[config.mk]
export PLATFORM = sky130hd
export DESIGN_NAME = parity_push_stage
export DESIGN_NICKNAME = d
export VERILOG_FILES = /design/src/rtl/parity_push_stage.sv
export SDC_FILE = /design/constraint.sdc
export NUM_CORES = 1
export LEC_CHECK = 0
export CORE_ASPECT_RATIO = 1.4
export CORE_MARGIN = 5
export CORE_UTILIZATION = 50
export DETAILED_ROUTE_END_ITERATION = 7
export HOLD_SLACK_MARGIN = 0.1
export PLACE_DENSITY = 0.78
export SYNTH_ARGS = -nofsm -noshare
export SYNTH_HDL_FRONTEND = slang
export SYNTH_SLANG_ARGS = --single-unit
[constraint.sdc]
create_clock -name clk -period 3.8 [get_ports clk]
set_input_delay 0.38 -clock clk [delete_from_list [all_inputs] [get_ports clk]]
set_output_delay 0.38 -clock clk [all_outputs]
set_load 0.02 [all_outputs]
[src/rtl/parity_push_stage.sv]
// Parity-encoding feeder for the parity-protected FIFO: appends a parity bit, buffers
// through a 2-entry skid stage, supports deliberate parity corruption and counts transfers.
module parity_push_stage #(
  parameter int DATA_WIDTH = 32,
  parameter int EVEN_ODD   = 0,
  parameter int PARITY_BIT = 0,
  parameter int CNT_WIDTH  = 16
) (
  input  logic                  clk,
  input  logic                  rst,
  input  logic [DATA_WIDTH-1:0] in_data_i,
  input  logic                  in_valid_i,
  output logic                  in_grant_o,
  input  logic                  inj_err_i,
  output logic [DATA_WIDTH:0]   push_data_o,
  output logic                  push_valid_o,
  input  logic                  push_grant_i,
  output logic [CNT_WIDTH-1:0]  word_cnt_o,
  output logic [CNT_WIDTH-1:0]  err_cnt_o
);

  localparam int   WORD_WIDTH = DATA_WIDTH + 1;
  localparam logic ODD_SENSE  = (EVEN_ODD != 0);
  localparam logic PARITY_LSB = (PARITY_BIT != 0);

  function automatic logic [WORD_WIDTH-1:0] encode(input logic [DATA_WIDTH-1:0] data,
                                                   input logic corrupt);
    logic p;
    p = (^data) ^ ODD_SENSE ^ corrupt;
    if (PARITY_LSB) begin
      encode = {data, p};
    end else begin
      encode = {p, data};
    end
  endfunction

  logic [WORD_WIDTH-1:0] main_data_q, main_data_d;
  logic                  main_valid_q, main_valid_d;
  logic                  main_corrupt_q, main_corrupt_d;
  logic [WORD_WIDTH-1:0] skid_data_q, skid_data_d;
  logic                  skid_valid_q, skid_valid_d;
  logic                  skid_corrupt_q, skid_corrupt_d;
  logic                  grant_q, grant_d;
  logic                  armed_q, armed_d;
  logic [CNT_WIDTH-1:0]  word_cnt_q, word_cnt_d;
  logic [CNT_WIDTH-1:0]  err_cnt_q, err_cnt_d;

  logic                  accept_s;
  logic                  drain_s;
  logic                  corrupt_s;
  logic [WORD_WIDTH-1:0] word_s;

  assign accept_s  = in_valid_i && grant_q;
  assign drain_s   = main_valid_q && push_grant_i;
  assign corrupt_s = armed_q || inj_err_i;
  assign word_s    = encode(in_data_i, corrupt_s);

  // Buffer occupancy (EMPTY / ONE / TWO follows from the two valid bits) and next grant
  always_comb begin
    main_data_d    = main_data_q;
    main_valid_d   = main_valid_q;
    main_corrupt_d = main_corrupt_q;
    skid_data_d    = skid_data_q;
    skid_valid_d   = skid_valid_q;
    skid_corrupt_d = skid_corrupt_q;

    if (skid_valid_q) begin
      // TWO: grant is low, so only a drain can happen; skid slides into main
      if (drain_s) begin
        main_data_d    = skid_data_q;
        main_valid_d   = 1'b1;
        main_corrupt_d = skid_corrupt_q;
        skid_data_d    = '0;
        skid_valid_d   = 1'b0;
        skid_corrupt_d = 1'b0;
      end else begin
        main_valid_d   = main_valid_q;
      end
    end else if (main_valid_q) begin
      if (accept_s && drain_s) begin
        main_data_d    = word_s;
        main_valid_d   = 1'b1;
        main_corrupt_d = corrupt_s;
      end else if (accept_s) begin
        skid_data_d    = word_s;
        skid_valid_d   = 1'b1;
        skid_corrupt_d = corrupt_s;
      end else if (drain_s) begin
        main_data_d    = '0;
        main_valid_d   = 1'b0;
        main_corrupt_d = 1'b0;
      end else begin
        main_valid_d   = main_valid_q;
      end
    end else if (accept_s) begin
      main_data_d    = word_s;
      main_valid_d   = 1'b1;
      main_corrupt_d = corrupt_s;
    end else begin
      main_valid_d   = main_valid_q;
    end

    grant_d = !skid_valid_d;
  end

  // Sticky corruption request, consumed by the next accepted word
  always_comb begin
    if (accept_s) begin
      armed_d = 1'b0;
    end else begin
      armed_d = armed_q || inj_err_i;
    end
  end

  // Transfer counters, wrapping naturally at their width
  always_comb begin
    word_cnt_d = word_cnt_q;
    err_cnt_d  = err_cnt_q;
    if (drain_s) begin
      word_cnt_d = word_cnt_q + CNT_WIDTH'(1);
      if (main_corrupt_q) begin
        err_cnt_d = err_cnt_q + CNT_WIDTH'(1);
      end else begin
        err_cnt_d = err_cnt_q;
      end
    end else begin
      word_cnt_d = word_cnt_q;
    end
  end

  // State registers; reset discards any buffered words
  always_ff @(posedge clk or posedge rst) begin
    if (rst) begin
      main_data_q    <= '0;
      main_valid_q   <= 1'b0;
      main_corrupt_q <= 1'b0;
      skid_data_q    <= '0;
      skid_valid_q   <= 1'b0;
      skid_corrupt_q <= 1'b0;
      grant_q        <= 1'b0;
      armed_q        <= 1'b0;
      word_cnt_q     <= '0;
      err_cnt_q      <= '0;
    end else begin
      main_data_q    <= main_data_d;
      main_valid_q   <= main_valid_d;
      main_corrupt_q <= main_corrupt_d;
      skid_data_q    <= skid_data_d;
      skid_valid_q   <= skid_valid_d;
      skid_corrupt_q <= skid_corrupt_d;
      grant_q        <= grant_d;
      armed_q        <= armed_d;
      word_cnt_q     <= word_cnt_d;
      err_cnt_q      <= err_cnt_d;
    end
  end

  assign in_grant_o   = grant_q;
  assign push_data_o  = main_data_q;
  assign push_valid_o = main_valid_q;
  assign word_cnt_o   = word_cnt_q;
  assign err_cnt_o    = err_cnt_q;

endmodule

==> impl_metrics.csv <==
group,metric,value,unit
final_layout,utilization,66.6,%
min_path,hold_path.class,"input port to asynchronous set/reset pin",
power,leakage,2.64,nW
clock_network,cts_root_buf,"clkbuf_16",
flow_run,max_cap_violations,0,
synthesis,synth_cells,404,
sta,period_minus_slack,2280,ps
placement,dpl.hpwl,7350,um
sta,fin_worst_skew,3.89,ps
floorplanning,die_w,90.4,um
synthesis,ys_types,30,
sta,max_freq,0.439,GHz
final_layout,drive_above_1_share,5.91,%
critical_path,worstPathRequired,4080,ps
sta,finalHoldViolCount,0,
sta,finalCritPeriodShare,60.0,%
clock_network,clk_pin_slew,70,ps
power,combPwrFrac,38.0,%
clock_network,cts.repair.resized,0,
routing,drt_pre_antenna_iters,5,
global_routing,grt_pass1_wl,17500,um
power,pwr-share-clk,20.7,%
floorplanning,die_area,11100,sq um
power,powerDensity,716,nW/um^2
synthesis,synth_top_area_cell,"dfrtp_1",
synthesis,synth.most_common_cell,"dfrtp_1",
critical_path,crit_fanout,22,
routing,routed_wirelength,10400,um
clock_network,cts.sinks,104,
synthesis,synth_seq_cells,104,
floorplanning,num_io_pins,104,
sta,setup_violations,0,
clock_network,h-tree-depth,3,
placement,place.gp.congestion,0.821,
synthesis,netlist_top_cells_count,"104 x dfrtp_1, 48 x nand2_1, 44 x xnor2_1",
global_routing,antenna_found_initial,0,
clock_network,hold_buffers,0,
routing,via_per_inst,5.57,
floorplanning,die-height,123,um
critical_path,worstSetupStartpointType,"flop",
critical_path,reg2reg_from,"skid_valid_q",
synthesis,synthArstFlopShare,100,%
clock_network,numCtsBuffers,9,
floorplanning,initial_core_util,50.7,%
global_routing,grt.total_usage,19.5,%
critical_path,r2r_slack,1520,ps
synthesis,synth_top_area_share,57.6,%
sta,rsz0062_at_grt,"no",
placement,io_buffer_count,103,
clock_network,clock_path_buffers,2,
critical_path,r2r-end,"skid_data_q[23]",
final_layout,num_antenna_cells,0,
synthesis,synth_flop_cell,"dfrtp_1",
sta,tightest_slew,864,ps
final_layout,syn2layout_area_growth,31.5,%
critical_path,criticalPathCategory,"flop to flop",
critical_path,critPathCaptureType,"flop",
synthesis,syn_avg_cell_area,11.2,sq um
clock_network,clk_latency,340,ps
routing,vias,3426,
critical_path,reg2reg_depth,4,
routing,wl_per_cell,16.9,um
power,p_int,2.72,mW
sta,slew_viol_final,0,
global_routing,overflow,0,
final_layout,nNetsFinal,542,
critical_path,critPathArrivalTime,2560,ps
power,power.switching,1.54,mW
synthesis,synth_area_leaders,"dfrtp_1 58%, xnor2_1 8.5%, a22o_1 6.0%",
final_layout,n_fill_cell,695,
sta,setup_tns,0,ps
power,ir_drop,0.340,mV
outcome,status,"finished, final reports clean",
sta,slew_headroom,42.4,%
clock_network,post-cts-setup-buffer-count,0,
routing,drtIter0Drc,157,
synthesis,syn_nets,443,
power,p_seq_share,41.3,%
synthesis,syn-cell-area,4520,sq um
routing,final_antenna_net_count,0,
synthesis,ys_warn_count,0,
routing,remaining_drc_errors,0,
synthesis,synth_edf_count,0,
power,switching_share,36.1,%
synthesis,synth-seq-area-share,57.6,%
clock_network,cts_tree,"yes",
floorplanning,coreArea,8930,sq um
global_routing,grt_max_degree,53,
global_routing,first_global_vias,3666,
floorplanning,rows,41,
[cell families after synthesis]
logic type                 Yosys count  share of synthesized area (%)
AOI/OAI and AO/OA                  109                           16.7
xor gates and xnor gates            61                           12.3
adders and majority gates            2                          0.553
and+or+nand+nor                     96                           9.77
muxes                                1                          0.249
DFF                                104                           57.6
buffers and inverters               31                           2.93
[how the worst max path moves through the flow]
| stage | from | end | slack, ps |
|---|---|---|---|
| final | skid_valid_q | skid_data_q[23] | 1520 |
| after global routing | skid_valid_q | main_corrupt_q | 1270 |
| after CTS | skid_valid_q | main_corrupt_q | 1490 |
| after detailed placement | push_grant_i | main_corrupt_q | 1200 |
| after global placement | push_grant_i | main_corrupt_q | 1270 |
| after floorplan | rst | armed_q | 690 |
[per-stage QoR]
step	cells	cell area (sq um)	setup slack [ps]	power, mW	hold slack (ps)
finish	615	5950	1520	4.26	475
global route	615	5950	1270	4.52	501
CTS	615	5950	1490	4.30	478
detailed placement	599	5660	1200	3.40	469
global placement	599	5660	1270	3.35	462
floorplan	404	4520	688	2.74	446
[cell type report]
cell class	count	area [sq um]	area share, %
Clock buffer	13	270	4.55
Timing Repair Buffer	110	1080	18.2
Inverter	9	36.3	0.610
Tap cell	107	134	2.25
Sequential cell	104	2600	43.8
Clock inverter	3	15.0	0.253
Multi-Input combinational cell	269	1800	30.3
[critical path, stage by stage, from the launching register on]
cell,delay (ps)
dfrtp_1,910
nor4b_4,110
a21oi_2,660
buf_4,360
a22o_1,170
[state kept, by name, indices dropped and copies added, names as in the netlist, 16 cells and up]
name         count
push_data_o     33
skid_data_q     33
err_cnt_o       16
word_cnt_o      16
[metal layers]
| layer | vias to the layer above | wire length (um) | global-route usage [%] |
|---|---|---|---|
| met3 | 16 | 551 | 4.48 |
| li1 | 1620 | - | - |
| met4 | 0 | 233 | 8.38 |
| met5 | - | 0 | 0 |
| met2 | 109 | 5210 | 32.6 |
| met1 | 1681 | 4410 | 24.4 |
[cells in the final DEF, fill, tap and decap left out, types with 9 or more instances in the layout]
| master | n |
|---|---|
| a22oi_1 | 32 |
| dfrtp_1 | 104 |
| xor2_1 | 15 |
| nor2_1 | 14 |
| o21ai_0 | 38 |
| a22o_1 | 31 |
| nand2_1 | 48 |
| nand3_1 | 11 |
| clkdlybuf4s50_1 | 103 |
| xnor2_1 | 44 |
| clkbuf_16 | 9 |
[power groups by stage]
stage	registers (mW)	clock network, mW	logic, mW
floorplan	1.90	0	0.843
detailed placement	1.76	0	1.64
CTS	1.76	0.898	1.64
global placement	1.76	0	1.60
finish	1.76	0.880	1.62
global route	1.81	0.948	1.77
(Power assumes the default switching activity.)
